===== src/rtl/clock_pkg.sv =====
// Shared types, limits and BCD helpers for the time-set controller.
package clock_pkg;

  typedef enum logic [1:0] {
    RUN     = 2'd0,
    SET_HR  = 2'd1,
    SET_MIN = 2'd2
  } set_state_t;

  localparam logic [3:0] HR_MAX_TENS  = 4'd2;
  localparam logic [3:0] HR_MAX_UNITS = 4'd3;
  localparam logic [3:0] MIN_MAX_TENS = 4'd5;
  localparam logic [3:0] BCD_MAX      = 4'd9;

  // HH:MM as four BCD digits
  typedef struct packed {
    logic [3:0] hr_tens;
    logic [3:0] hr_units;
    logic [3:0] min_tens;
    logic [3:0] min_units;
  } bcd_time_t;

  // Hours +1 with 23 -> 00 wrap; minutes untouched
  function automatic bcd_time_t inc_hours(input bcd_time_t t);
    bcd_time_t r;
    r = t;
    if (t.hr_tens == HR_MAX_TENS && t.hr_units == HR_MAX_UNITS) begin
      r.hr_tens  = 4'd0;
      r.hr_units = 4'd0;
    end else if (t.hr_units == BCD_MAX) begin
      r.hr_tens  = t.hr_tens + 4'd1;
      r.hr_units = 4'd0;
    end else begin
      r.hr_units = t.hr_units + 4'd1;
    end
    return r;
  endfunction

  // Minutes +1 with 59 -> 00 wrap; no carry into hours
  function automatic bcd_time_t inc_minutes(input bcd_time_t t);
    bcd_time_t r;
    r = t;
    if (t.min_tens == MIN_MAX_TENS && t.min_units == BCD_MAX) begin
      r.min_tens  = 4'd0;
      r.min_units = 4'd0;
    end else if (t.min_units == BCD_MAX) begin
      r.min_tens  = t.min_tens + 4'd1;
      r.min_units = 4'd0;
    end else begin
      r.min_units = t.min_units + 4'd1;
    end
    return r;
  endfunction

  // Any illegal digit or out-of-range field is replaced by 00 for that field only
  function automatic bcd_time_t sanitise(input bcd_time_t t);
    bcd_time_t r;
    r = t;
    if (t.hr_units > BCD_MAX || t.hr_tens > HR_MAX_TENS ||
        (t.hr_tens == HR_MAX_TENS && t.hr_units > HR_MAX_UNITS)) begin
      r.hr_tens  = 4'd0;
      r.hr_units = 4'd0;
    end
    if (t.min_units > BCD_MAX || t.min_tens > MIN_MAX_TENS) begin
      r.min_tens  = 4'd0;
      r.min_units = 4'd0;
    end
    return r;
  endfunction

endpackage


===== src/rtl/tick_gen.sv =====
// Prescaler producing a one-cycle registered tick every TICK_DIV enabled cycles.
// Ports: clk, reset (async active-low), en (count enable; low holds count at 0),
//        clr (synchronous clear, overrides en), tick (registered pulse).
module tick_gen #(
  parameter int unsigned TICK_DIV = 50_000_000
) (
  input  logic clk,
  input  logic reset,
  input  logic en,
  input  logic clr,
  output logic tick
);

  localparam int unsigned CW = $clog2(TICK_DIV);

  logic [CW-1:0] cnt;

  // tick is registered alongside the count reaching TICK_DIV-1
  always_ff @(posedge clk or negedge reset) begin
    if (!reset) begin
      cnt  <= '0;
      tick <= 1'b0;
    end else if (clr || !en) begin
      cnt  <= '0;
      tick <= 1'b0;
    end else begin
      cnt  <= (cnt == CW'(TICK_DIV - 1)) ? '0 : cnt + CW'(1);
      tick <= (cnt == CW'(TICK_DIV - 2));
    end
  end

endmodule


===== src/rtl/clock_set_ctrl.sv =====
// Time-set controller: button synchronisers and edge detect, RUN/SET_HR/SET_MIN
// FSM with BCD shadow editing, and the second-tick prescaler.
// Inputs : clk, reset (async active-low), btn_mode, btn_inc (async levels),
//          cur_hr_tens/units, cur_min_tens/units (live BCD time).
// Outputs: sec_tick, load (one-cycle strobes), set_* (shadow BCD time),
//          edit_hr, edit_min (current edit field). All registered.
module clock_set_ctrl
  import clock_pkg::*;
#(
  parameter int unsigned TICK_DIV = 50_000_000
) (
  input  logic       clk,
  input  logic       reset,
  input  logic       btn_mode,
  input  logic       btn_inc,
  input  logic [3:0] cur_hr_tens,
  input  logic [3:0] cur_hr_units,
  input  logic [3:0] cur_min_tens,
  input  logic [3:0] cur_min_units,
  output logic       sec_tick,
  output logic       load,
  output logic [3:0] set_hr_tens,
  output logic [3:0] set_hr_units,
  output logic [3:0] set_min_tens,
  output logic [3:0] set_min_units,
  output logic       edit_hr,
  output logic       edit_min
);

  logic [2:0] mode_sync, inc_sync;
  logic       mode_press, inc_press;
  set_state_t state, state_d;
  bcd_time_t  shadow, shadow_d, cur_time;
  logic       load_d;

  assign cur_time = {cur_hr_tens, cur_hr_units, cur_min_tens, cur_min_units};

  // Two sync flops, third flop for edge detect; the press pulse is registered
  always_ff @(posedge clk or negedge reset) begin
    if (!reset) begin
      mode_sync  <= '0;
      inc_sync   <= '0;
      mode_press <= 1'b0;
      inc_press  <= 1'b0;
    end else begin
      mode_sync  <= {mode_sync[1:0], btn_mode};
      inc_sync   <= {inc_sync[1:0], btn_inc};
      mode_press <= mode_sync[1] & ~mode_sync[2];
      inc_press  <= inc_sync[1] & ~inc_sync[2];
    end
  end

  // State and registered outputs
  always_ff @(posedge clk or negedge reset) begin
    if (!reset) begin
      state    <= RUN;
      shadow   <= '0;
      load     <= 1'b0;
      edit_hr  <= 1'b0;
      edit_min <= 1'b0;
    end else begin
      state    <= state_d;
      shadow   <= shadow_d;
      load     <= load_d;
      edit_hr  <= (state_d == SET_HR);
      edit_min <= (state_d == SET_MIN);
    end
  end

  // Next state; mode has priority over inc when both arrive together
  always_comb begin
    state_d  = state;
    shadow_d = shadow;
    load_d   = 1'b0;
    case (state)
      RUN: begin
        if (mode_press) begin
          state_d  = SET_HR;
          shadow_d = sanitise(cur_time);
        end
      end
      SET_HR: begin
        if (mode_press)     state_d  = SET_MIN;
        else if (inc_press) shadow_d = inc_hours(shadow);
      end
      SET_MIN: begin
        if (mode_press) begin
          state_d = RUN;
          load_d  = 1'b1;
        end else if (inc_press) begin
          shadow_d = inc_minutes(shadow);
        end
      end
      default: state_d = RUN;
    endcase
  end

  assign set_hr_tens   = shadow.hr_tens;
  assign set_hr_units  = shadow.hr_units;
  assign set_min_tens  = shadow.min_tens;
  assign set_min_units = shadow.min_units;

  // Enable follows the next state so tick stops on the same edge as RUN exit;
  // clearing during and after load puts the next tick TICK_DIV cycles past load
  tick_gen #(.TICK_DIV(TICK_DIV)) u_tick_gen (
    .clk   (clk),
    .reset (reset),
    .en    (state_d == RUN),
    .clr   (load_d | load),
    .tick  (sec_tick)
  );

endmodule


===== config.mk =====
export PLATFORM = sky130hd
export DESIGN_NAME = clock_set_ctrl
export DESIGN_NICKNAME = d
export VERILOG_FILES = /design/src/rtl/clock_pkg.sv /design/src/rtl/tick_gen.sv /design/src/rtl/clock_set_ctrl.sv
export SDC_FILE = /design/constraint.sdc
export NUM_CORES = 1
export LEC_CHECK = 0
export CORE_ASPECT_RATIO = 0.75
export CORE_MARGIN = 2
export CORE_UTILIZATION = 50
export CTS_CLUSTER_SIZE = 30
export DETAILED_ROUTE_END_ITERATION = 10
export DONT_BUFFER_PORTS = 1
export PLACE_DENSITY_LB_ADDON = 0.08
export SLEW_MARGIN = 0
export SYNTH_ARGS = -nofsm -noshare
export SYNTH_HDL_FRONTEND = slang
export SYNTH_HIERARCHICAL = 1
export SYNTH_SLANG_ARGS = --single-unit

===== constraint.sdc =====
create_clock -name clk -period 4.6 [get_ports clk]
set_input_delay 0.46 -clock clk [delete_from_list [all_inputs] [get_ports clk]]
set_output_delay 0.46 -clock clk [all_outputs]
set_load 0.005 [all_outputs]

## Word-level counts from Yosys, hierarchy flattened

Index checks and enable logic that the tools add are counted.

- Register bits after elaboration: 56
- Output and inout port bits: 20

- $add $sub $neg: 5
- Magnitude comparators: 5
- Equality and inequality tests: 19
- Multiplexer cells: 23
- Bitwise gates (word level): 7
- Reductions and logical operators: 16

Operator list:

| cell | count |
|---|---|
| 26-bit == test (second input constant) | 2 |
| 26-bit two-way mux | 2 |
| 16-bit two-way mux | 3 |
| 8-bit two-way mux | 6 |
| 16-bit case mux with 3 select lines | 1 |
| 26-bit by 1-bit adder with 26-bit output (second input constant) | 1 |
| 4-bit by 1-bit adder with 4-bit output (second input constant) | 4 |
| 4-bit two-way mux | 4 |
| 4-bit by 2-bit == test with 1-bit output (second input constant) | 3 |
| 6-bit AND reduction | 2 |
| 2-bit != test (second input constant) | 5 |
| 5-bit AND reduction | 2 |
| 4-bit == test (second input constant) | 2 |
| 4-bit by 2-bit > comparator with 1-bit output (second input constant) | 2 |
| 4-bit > comparator (second input constant) | 2 |
| 2-bit two-way mux | 3 |
| 3-bit != test (second input constant) | 2 |
| 2-bit case mux with 3 select lines | 1 |
| 2-bit by 1-bit == test with 1-bit output (second input constant) | 2 |
| 2-bit == test (second input constant) | 2 |
| 4-bit by 3-bit == test with 1-bit output (second input constant) | 1 |
| 4-bit by 3-bit > comparator with 1-bit output (second input constant) | 1 |
| 2-bit zero test | 2 |
| 1-bit logical OR | 4 |
| other kinds (7) | 16 |

## Depth between registers and ports, before layout

Gate-level depths: netlist of the first run.

- Depth after elaboration: 6
- Depth in mapped cells: 12

## By module

Netlist of the first run, hierarchy kept.

Modules (own cells, without submodules):

| module | times used | cells each | area an instance (um2) | sequential area each (um2) |
|---|---|---|---|---|
| clock_set_ctrl | 1 | 163 | 1,669.1 | 725.7 |
| tick_gen | 1 | 155 | 1,570.3 | 675.6 |

## Least setup slack after synthesis of the first run

No wires, ideal clock.

- Path kind: register to register
- Start: register state[0]
- End: register u_tick_gen.cnt[12]
- Setup time: 83 ps
- Data arrival time: 2,148 ps
- Required time: 4,517 ps
- Path slack: 2,369 ps
- Cell stages (with the launch flop): 13
- Path buffers: 2
- Period minus slack after synthesis: 2,231 ps
- Cell sequence: dfrtp_1 > inv_1 > ha_1 > buf_6 > o21ba_2 > nor2_1 > nor3_1 > nor2_1 > nor2b_1 > clkbuf_1 > nand2_1 > o32a_1 > o21ai_0

- Longest elaborated chain between the ends: 6
- Elaborated cells on any way between the ends: 13
- Classes of those cells: 2 x eq/ne; 6 x mux; 1 x bitwise; 4 x reduce/logical

RTL lines:

| element | RTL line | source |
|---|---|---|
| start, declared | clock_set_ctrl.sv:32 | `set_state_t state, state_d;` |
| start signal, assigned | clock_set_ctrl.sv:62 | `state <= state_d;` |
| 2-bit == test (tied with other cells) | clock_set_ctrl.sv:75 | `case (state)` |
| 2-bit case mux with 3 select lines * | clock_set_ctrl.sv:75 |  |
| named net state_d[1] | clock_set_ctrl.sv:32 |  |
| 2-bit zero test * | clock_set_ctrl.sv:108 | `.en (state_d == RUN),` |
| 1-bit zero test * | tick_gen.sv:23 | `end else if (clr \|\| !en) begin` |
| 1-bit logical OR * | tick_gen.sv:23 |  |
| 26-bit two-way mux * | tick_gen.sv:23 |  |
| end signal, assigned | tick_gen.sv:27 | `cnt <= (cnt == CW'(TICK_DIV - 1)) ? '0 : cnt + CW'(1);` |
| end, declared | tick_gen.sv:16 | `logic [CW-1:0] cnt;` |

Mark *: on every way through the listed nets, which the timed path passes. The rest lies on a longest branch.
A chain may end at the register's enable or synchronous reset.

## Worst setup path in the final report of the first run

- Start: register state[0]
- End: register u_tick_gen.cnt[24]

- Longest elaborated chain between the ends: 6
- Elaborated cells on any way between the ends: 13
- Classes of those cells: 2 x eq/ne; 6 x mux; 1 x bitwise; 4 x reduce/logical

RTL lines:

| element | RTL line |
|---|---|
| 2-bit == test (tied with other cells) | clock_set_ctrl.sv:75 |
| 2-bit case mux with 3 select lines * | clock_set_ctrl.sv:75 |
| named net state_d[0] | clock_set_ctrl.sv:32 |
| 2-bit zero test * | clock_set_ctrl.sv:108 |
| 1-bit zero test * | tick_gen.sv:23 |
| 1-bit logical OR * | tick_gen.sv:23 |
| 26-bit two-way mux * | tick_gen.sv:23 |

Marked as above.

==> run summary, run 1 <==
Final Hold Violating Endpoints -> 0
Maximum VDD drop -> 207 µV
Longest Clk Path Bufs -> 2
RSZ-0062 raised after global routing -> false
Synth Flop Type -> dfrtp_1
Post-synth EDFFs -> 0
Kind of critical path -> flip-flop to flip-flop
Post-synthesis register bit count -> 56
Via density -> 5.99
Commonest non-fill, non-tap cell in the layout -> dfrtp_1
Net count, final -> 350
Starting density of the core -> 51.5%
Core area -> 6290 µm²
Avg Inst Size Synth -> 10.2 µm²
Share of layout cells above drive strength 1 -> 14.2%
First-pass GRT wire length -> 11200 µm
FFs w/ async S/R, synth -> 100%
Mapped Cells -> 318
Num CTS Buffers -> 5
Largest net degree at the start of global routing -> 57
LEAKAGE -> 0.00141 µW
Number of global-route vias before repair -> 2194
Finished Core Util -> 54.0%
Port bufs -> 0
Setup TNS -> 0 ns
Antenna Nets Post-Route -> 0
DP Wirelength -> 4620 µm
Pwr Density -> 467 nW/µm²
Routed vias -> 2380
Post-DR wirelength/cell -> 16.2 µm
Post-CTS resize count -> 0
Grt ovf -> 0
Mapped Nets -> 353
Fmax -> 346 MHz
Most frequent cells in the layout -> dfrtp_1 (56), nand2_1 (25), nor2_1 (17)
# IOs -> 40
Worst-path cell chain -> inv_1 > ha_1 > nor2_1 > o21ba_2 > nor3_1 > nor2_1 > nor2b_1 > o31ai_4 > buf_4 > o21ba_1
Initial antenna violation count -> 0
Synth Cell Area -> 3240 µm²
Worst hold path type -> input pin to flip-flop
Die ar. -> 7140 µm²
Arrival @ worst endpoint -> 3.13 ns
Fin crit period -> 2.89 ns
Clock root buffer -> clkbuf_8
Num Clock Sinks -> 56
Sequential area share after synthesis -> 43.3%
Clk_lat worst skew -> 0.30 ns
Diode count -> 0
RePlAce Congestion -> 0.873
Drt pass-1 iters -> 4
Setup crit start kind -> flip-flop
Setup-failing EPs final -> 0
Die X -> 96.9 µm
Filler Cells Inserted -> 552
Worst EP required -> 4.85 ns
CP endpoint kind -> flip-flop
WL final -> 6420 µm
DRC viols -> 0
CTS tree -> done
Clock transition at path regs -> 0.10 ns
Fin crit share -> 62.7%
Register area -> 1400 µm²
Status -> finished, final reports clean
Number of synthesis warnings -> 6
Slew Viols, Final -> 0
Layout Skew -> 0.00602 ns
Multi-input gate area -> 1710 µm²
1st-iter DRT viols -> 147
Crit path largest cell delay -> 0.57 ns
Htree depth -> 2
Worst path most repeated cell -> nor2_1
Slowest-stage cell, CP -> nor2b_1
Total GRT Usage -> 19.3%
Slew @ Worst Pin -> 0.905 ns
Max-cap violations -> 0
Slew margin rel. -> 39.7%
Vert. Die Dim -> 73.7 µm
Crit-path max FO -> 14
Core Rows -> 25
Area grow syn2layout -> 4.75%
Netlist cell types -> 59
==> kinds of logic after synthesis <==
group / Yosys count / share of synthesized area [%]
buffers and inverters: 25 / 4.02
XOR/XNOR: 10 / 2.70
multiplexers: 2 / 0.618
adder cells (fa/ha/maj): 15 / 5.79
AND/OR/NAND/NOR: 135 / 25.1
flip-flops: 56 / 43.3
AO/OA/AOI/OAI: 75 / 18.5
==> what timing repair did <==
action,CTS,global route
hold endpoints to repair,56,2
buffers inserted,0,0
hold buffers,1,1
setup endpoints to repair,0,0
==> through the flow <==
stage                     cells  setup slack, ns  cell area [µm²]  power, µW  hold WS (ns)
after global routing        397             1.43             3390       1730         0.152
after detailed placement    387             1.76             3260       1300         0.166
after global placement      387             1.83             3260       1300         0.166
after floorplan             318             2.37             3240       1210         0.164
final                       397             1.71             3390       1580         0.178
after CTS                   396             1.73             3380       1600       0.00881
==> critical path, delay by kind of cell, from the launching register on <==
| family | cells | cell delay [ns] |
|---|---|---|
| simple gates | 4 | 0.98 |
| compound gates | 3 | 0.67 |
| flops | 1 | 0.41 |
| buf+inv | 2 | 0.39 |
| fa+ha+maj | 1 | 0.37 |
==> cell type report <==
cell class / instances / share of cell area (%)
inverter: 12 / 1.33
multi-input combinational: 237 / 50.3
clock buffer: 6 / 2.43
timing repair buffer: 3 / 1.33
sequential: 56 / 41.3
clock inverter: 2 / 0.295
tap: 81 / 2.99
==> flip-flops by register name, indices dropped and copies added (netlist names), 2 cells and up <==
| signal | count |
|---|---|
| u_tick_gen/cnt | 26 |
| set_min_units | 4 |
| set_hr_tens | 4 |
| state | 2 |
| inc_sync | 3 |
| set_min_tens | 4 |
| mode_sync | 3 |
| set_hr_units | 4 |
==> metal layers <==
layer,global-route usage (%),part of all wire (%)
met4,3.76,0.42
met3,4.57,5.4
met1,30.0,54
met2,27.2,40
met5,0,0
==> cell usage after synthesis (3+ instances only) <==
cell type | number | area, µm²
o31ai_1 | 6 | 45.0
or4_1 | 6 | 45.0
o21ai_0 | 14 | 70.1
a21oi_2 | 11 | 96.3
a21oi_1 | 9 | 45.0
clkbuf_1 | 3 | 11.3
nor2_2 | 10 | 62.6
nand2b_1 | 3 | 18.8
nand4_1 | 7 | 43.8
and2_1 | 4 | 25.0
nand3_1 | 16 | 80.1
nand3b_1 | 5 | 37.5
or3_1 | 5 | 31.3
buf_6 | 3 | 33.8
inv_1 | 12 | 45.0
nor2b_1 | 6 | 37.5
nor2_1 | 17 | 63.8
dfrtp_1 | 56 | 1400
a22o_1 | 3 | 26.3
a22oi_1 | 4 | 30.0
and4_1 | 5 | 43.8
and3_1 | 7 | 43.8
nor4_1 | 3 | 18.8
xor2_1 | 8 | 70.1
buf_2 | 5 | 25.0
nand2_1 | 25 | 93.8
a2bb2oi_1 | 4 | 35.0
ha_1 | 15 | 188
==> worst paths after layout <==
check                              from                 end  slack [ns]  cells past startpoint
hold reg to reg            mode_sync[0]        mode_sync[1]        0.36                      0
max in group asynchronous         reset   u_tick_gen/cnt[7]        3.68                      2
hold / removal                 btn_mode        mode_sync[0]        0.18                      0
min in group asynchronous         reset     set_hr_units[1]        0.65                      2
setup / recovery               state[0]  u_tick_gen/cnt[24]        1.71                     10
setup reg to reg               state[0]  u_tick_gen/cnt[24]        1.71                     10
==> report_power, final <==
| part | total (µW) | leakage [µW] | switching [µW] | internal, µW |
|---|---|---|---|---|
| registers | 698 | 0.000743 | 119 | 579 |
| clock network | 275 | 0.0000510 | 154 | 121 |
| logic | 611 | 0.000612 | 371 | 240 |
(Power assumes the default switching activity.)
==> run 2, diff against run 1 <==
==> constraint.sdc (replaced) <==
create_clock -name clk -period 2.9 [get_ports clk]
set_input_delay 0.29 -clock clk [delete_from_list [all_inputs] [get_ports clk]]
set_output_delay 0.29 -clock clk [all_outputs]
set_load 0.005 [all_outputs]
==> run 2 against run 1 <==
Power is 66% higher. Worst setup slack worse by 1.4 ns. Via count is 1.3% higher.
==> run summary, run 2 (synthesis results as in run 1) <==
Status -> finished, final reports clean
Setup slack at placement -> 0.402 ns (-1.36 ns)
CTS tree -> done
M2 GR Usage -> 26.0% (-1.2 points)
Total GRT Usage -> 19.2% (-0.056 points)
Initial antenna violation count -> 0 (unchanged)
Kind of critical path -> flip-flop to flip-flop
Area grow syn2layout -> 6.53%
Longest Clk Path Bufs -> 2 (unchanged)
Max-cap violations -> 0 (unchanged)
Core area -> 6290 µm² (unchanged)
Clock root buffer -> clkbuf_8
Vert. Die Dim -> 73.7 µm (unchanged)
Clock transition at path regs -> 0.10 ns (about the same)
LEAKAGE -> 0.00143 µW (+1.9%)
Crit-path max FO -> 19 (+5)
Worst hold path type -> input pin to flip-flop
Setup crit start kind -> flip-flop
Fmax -> 388 MHz (+12%)
Pwr Density -> 760 nW/µm² (+63%)
Met3 Usage GRT -> 5.52% (+0.95 points)
Starting density of the core -> 51.5% (unchanged)
DRC viols -> 0 (unchanged)
Max reg flops -> 26 (unchanged)
Fin crit share -> 88.8% (+26 points)
Diode count -> 0 (unchanged)
Drt pass-1 iters -> 4 (unchanged)
Share of layout cells above drive strength 1 -> 14.6% (+0.40 points)
Arrival @ worst endpoint -> 2.81 ns (-0.32 ns)
Antenna Nets Post-Route -> 0 (unchanged)
Most frequent cells in the layout -> dfrtp_1 (56), nand2_1 (25), nor2_1 (17)
Slew margin rel. -> 48.1% (+8.4 points)
Die X -> 96.9 µm (unchanged)
RePlAce Congestion -> 0.845 (-3.2%)
Core Rows -> 25 (unchanged)
Net count, final -> 355 (+1.4%)
Met1 Usage GRT -> 30.1% (+0.097 points)
Port bufs -> 0 (unchanged)
First-pass GRT wire length -> 11100 µm (-0.93%)
Worst EP required -> 3.14 ns (-1.71 ns)
Post-DR wirelength/cell -> 16.2 µm (+0.46%)
Slew @ Worst Pin -> 0.778 ns (-0.126 ns)
Layout Skew -> 0.00899 ns (+0.00297 ns)
Post-CTS Setup Inserts -> 0 (unchanged)
Htree depth -> 2 (unchanged)
Top reg by flops -> u_tick_gen/cnt
# IOs -> 40 (unchanged)
Maximum VDD drop -> 412 µV (+99%)
Largest net degree at the start of global routing -> 57 (unchanged)
Number of global-route vias before repair -> 2206 (+0.55%)
Setup-failing EPs final -> 0 (unchanged)
Die ar. -> 7140 µm² (unchanged)
Placed cell count -> 390 (+0.78%)
Final WS setup -> 0.324 ns (-1.39 ns)
Num CTS Buffers -> 5 (unchanged)
Via density -> 6.00 (about the same)
1st-iter DRT viols -> 174 (+18%)
CP endpoint kind -> flip-flop
Commonest non-fill, non-tap cell in the layout -> dfrtp_1
Busiest grt layer -> met1
RSZ-0062 raised after global routing -> false
Grt ovf -> 0 (unchanged)
Slew Viols, Final -> 0 (unchanged)
Num Clock Sinks -> 56 (unchanged)
Final std cells w/o fill -> 402 (+1.3%)
Finished Core Util -> 54.9% (+0.92 points)
WL final -> 6530 µm (+1.7%)
DP Wirelength -> 4600 µm (-0.59%)
Hold_ws -> 0.173 ns (-0.00484 ns)
Setup TNS -> 0 ns (unchanged)
Clk_lat worst skew -> 0.31 ns (about the same)
Routed vias -> 2411 (+1.3%)
Fin crit period -> 2.58 ns (-0.310 ns)
Final Hold Violating Endpoints -> 0 (unchanged)
-- run 2: worst paths after layout --
path                                      endpoint  slack, ns  cells after the start             from
worst min register to register         inc_sync[1]       0.36                      0      inc_sync[0]
worst min-delay path               set_min_tens[2]       0.17                      2  cur_min_tens[2]
max in group asynchronous       u_tick_gen/cnt[21]       2.14                      2            reset
worst max-delay path            u_tick_gen/cnt[23]       0.32                     10         state[0]
min in group asynchronous          set_hr_units[0]       0.52                      2            reset
worst max register to register  u_tick_gen/cnt[23]       0.32                     10         state[0]
-- run 2: cell type report --
cell class | instances | area, µm²
inverters | 12 | 45.0
multi-input cells | 237 | 1710
repair buffers | 8 | 87.6
clock inverters | 2 | 35.0
clock buffers | 6 | 72.6
flip-flops and latches | 56 | 1400
fillers | 553 | 2840
well taps | 81 | 101
-- run 2: repair_timing --
action,CTS,global route
resized for setup,0,0
hold buffers,4,0
endpoints found under the hold margin,58,0
-- run 2: stage by stage --
stage | total power, µW | cell area, µm²
floorplan | 1920 | 3240
global placement | 2090 | 3290
detailed placement | 2100 | 3290
CTS | 2640 | 3450
global route | 2810 | 3450
finish | 2620 | 3450
-- run 2: routing by layer --
metal,part of all wire (%),vias up
met5,0,-
met4,0.89,0
met3,6.1,5
met2,39,61
met1,54,1171
li1,-,1174
-- run 2: critical path: stages (launching register included) --
cell     delay, ns
dfrtp_1       0.41
inv_1         0.09
ha_1          0.30
o21ba_2       0.23
nor2_1        0.08
nor3_1        0.08
nor2_1        0.12
nor2b_1       0.58
o31ai_4       0.18
buf_4         0.29
a21oi_2       0.14
-- run 2: power by group --
part,leakage [µW],internal [µW],switching [µW]
logic,0.000635,401,597
clock network,0.0000552,257,256
registers,0.000743,918,193
==> run 3, diff against run 2 <==
--- a/config.mk
+++ b/config.mk
@@ -5,6 +5,7 @@
 export SDC_FILE = /design/constraint.sdc
 export NUM_CORES = 1
 export LEC_CHECK = 0
+export ABC_CLOCK_PERIOD_IN_PS = 2900
 export CORE_ASPECT_RATIO = 0.75
 export CORE_MARGIN = 2
 export CORE_UTILIZATION = 50
==> results of run 3 <==
Same layout as run 2: the final DEF is identical, and so are final timing and power.
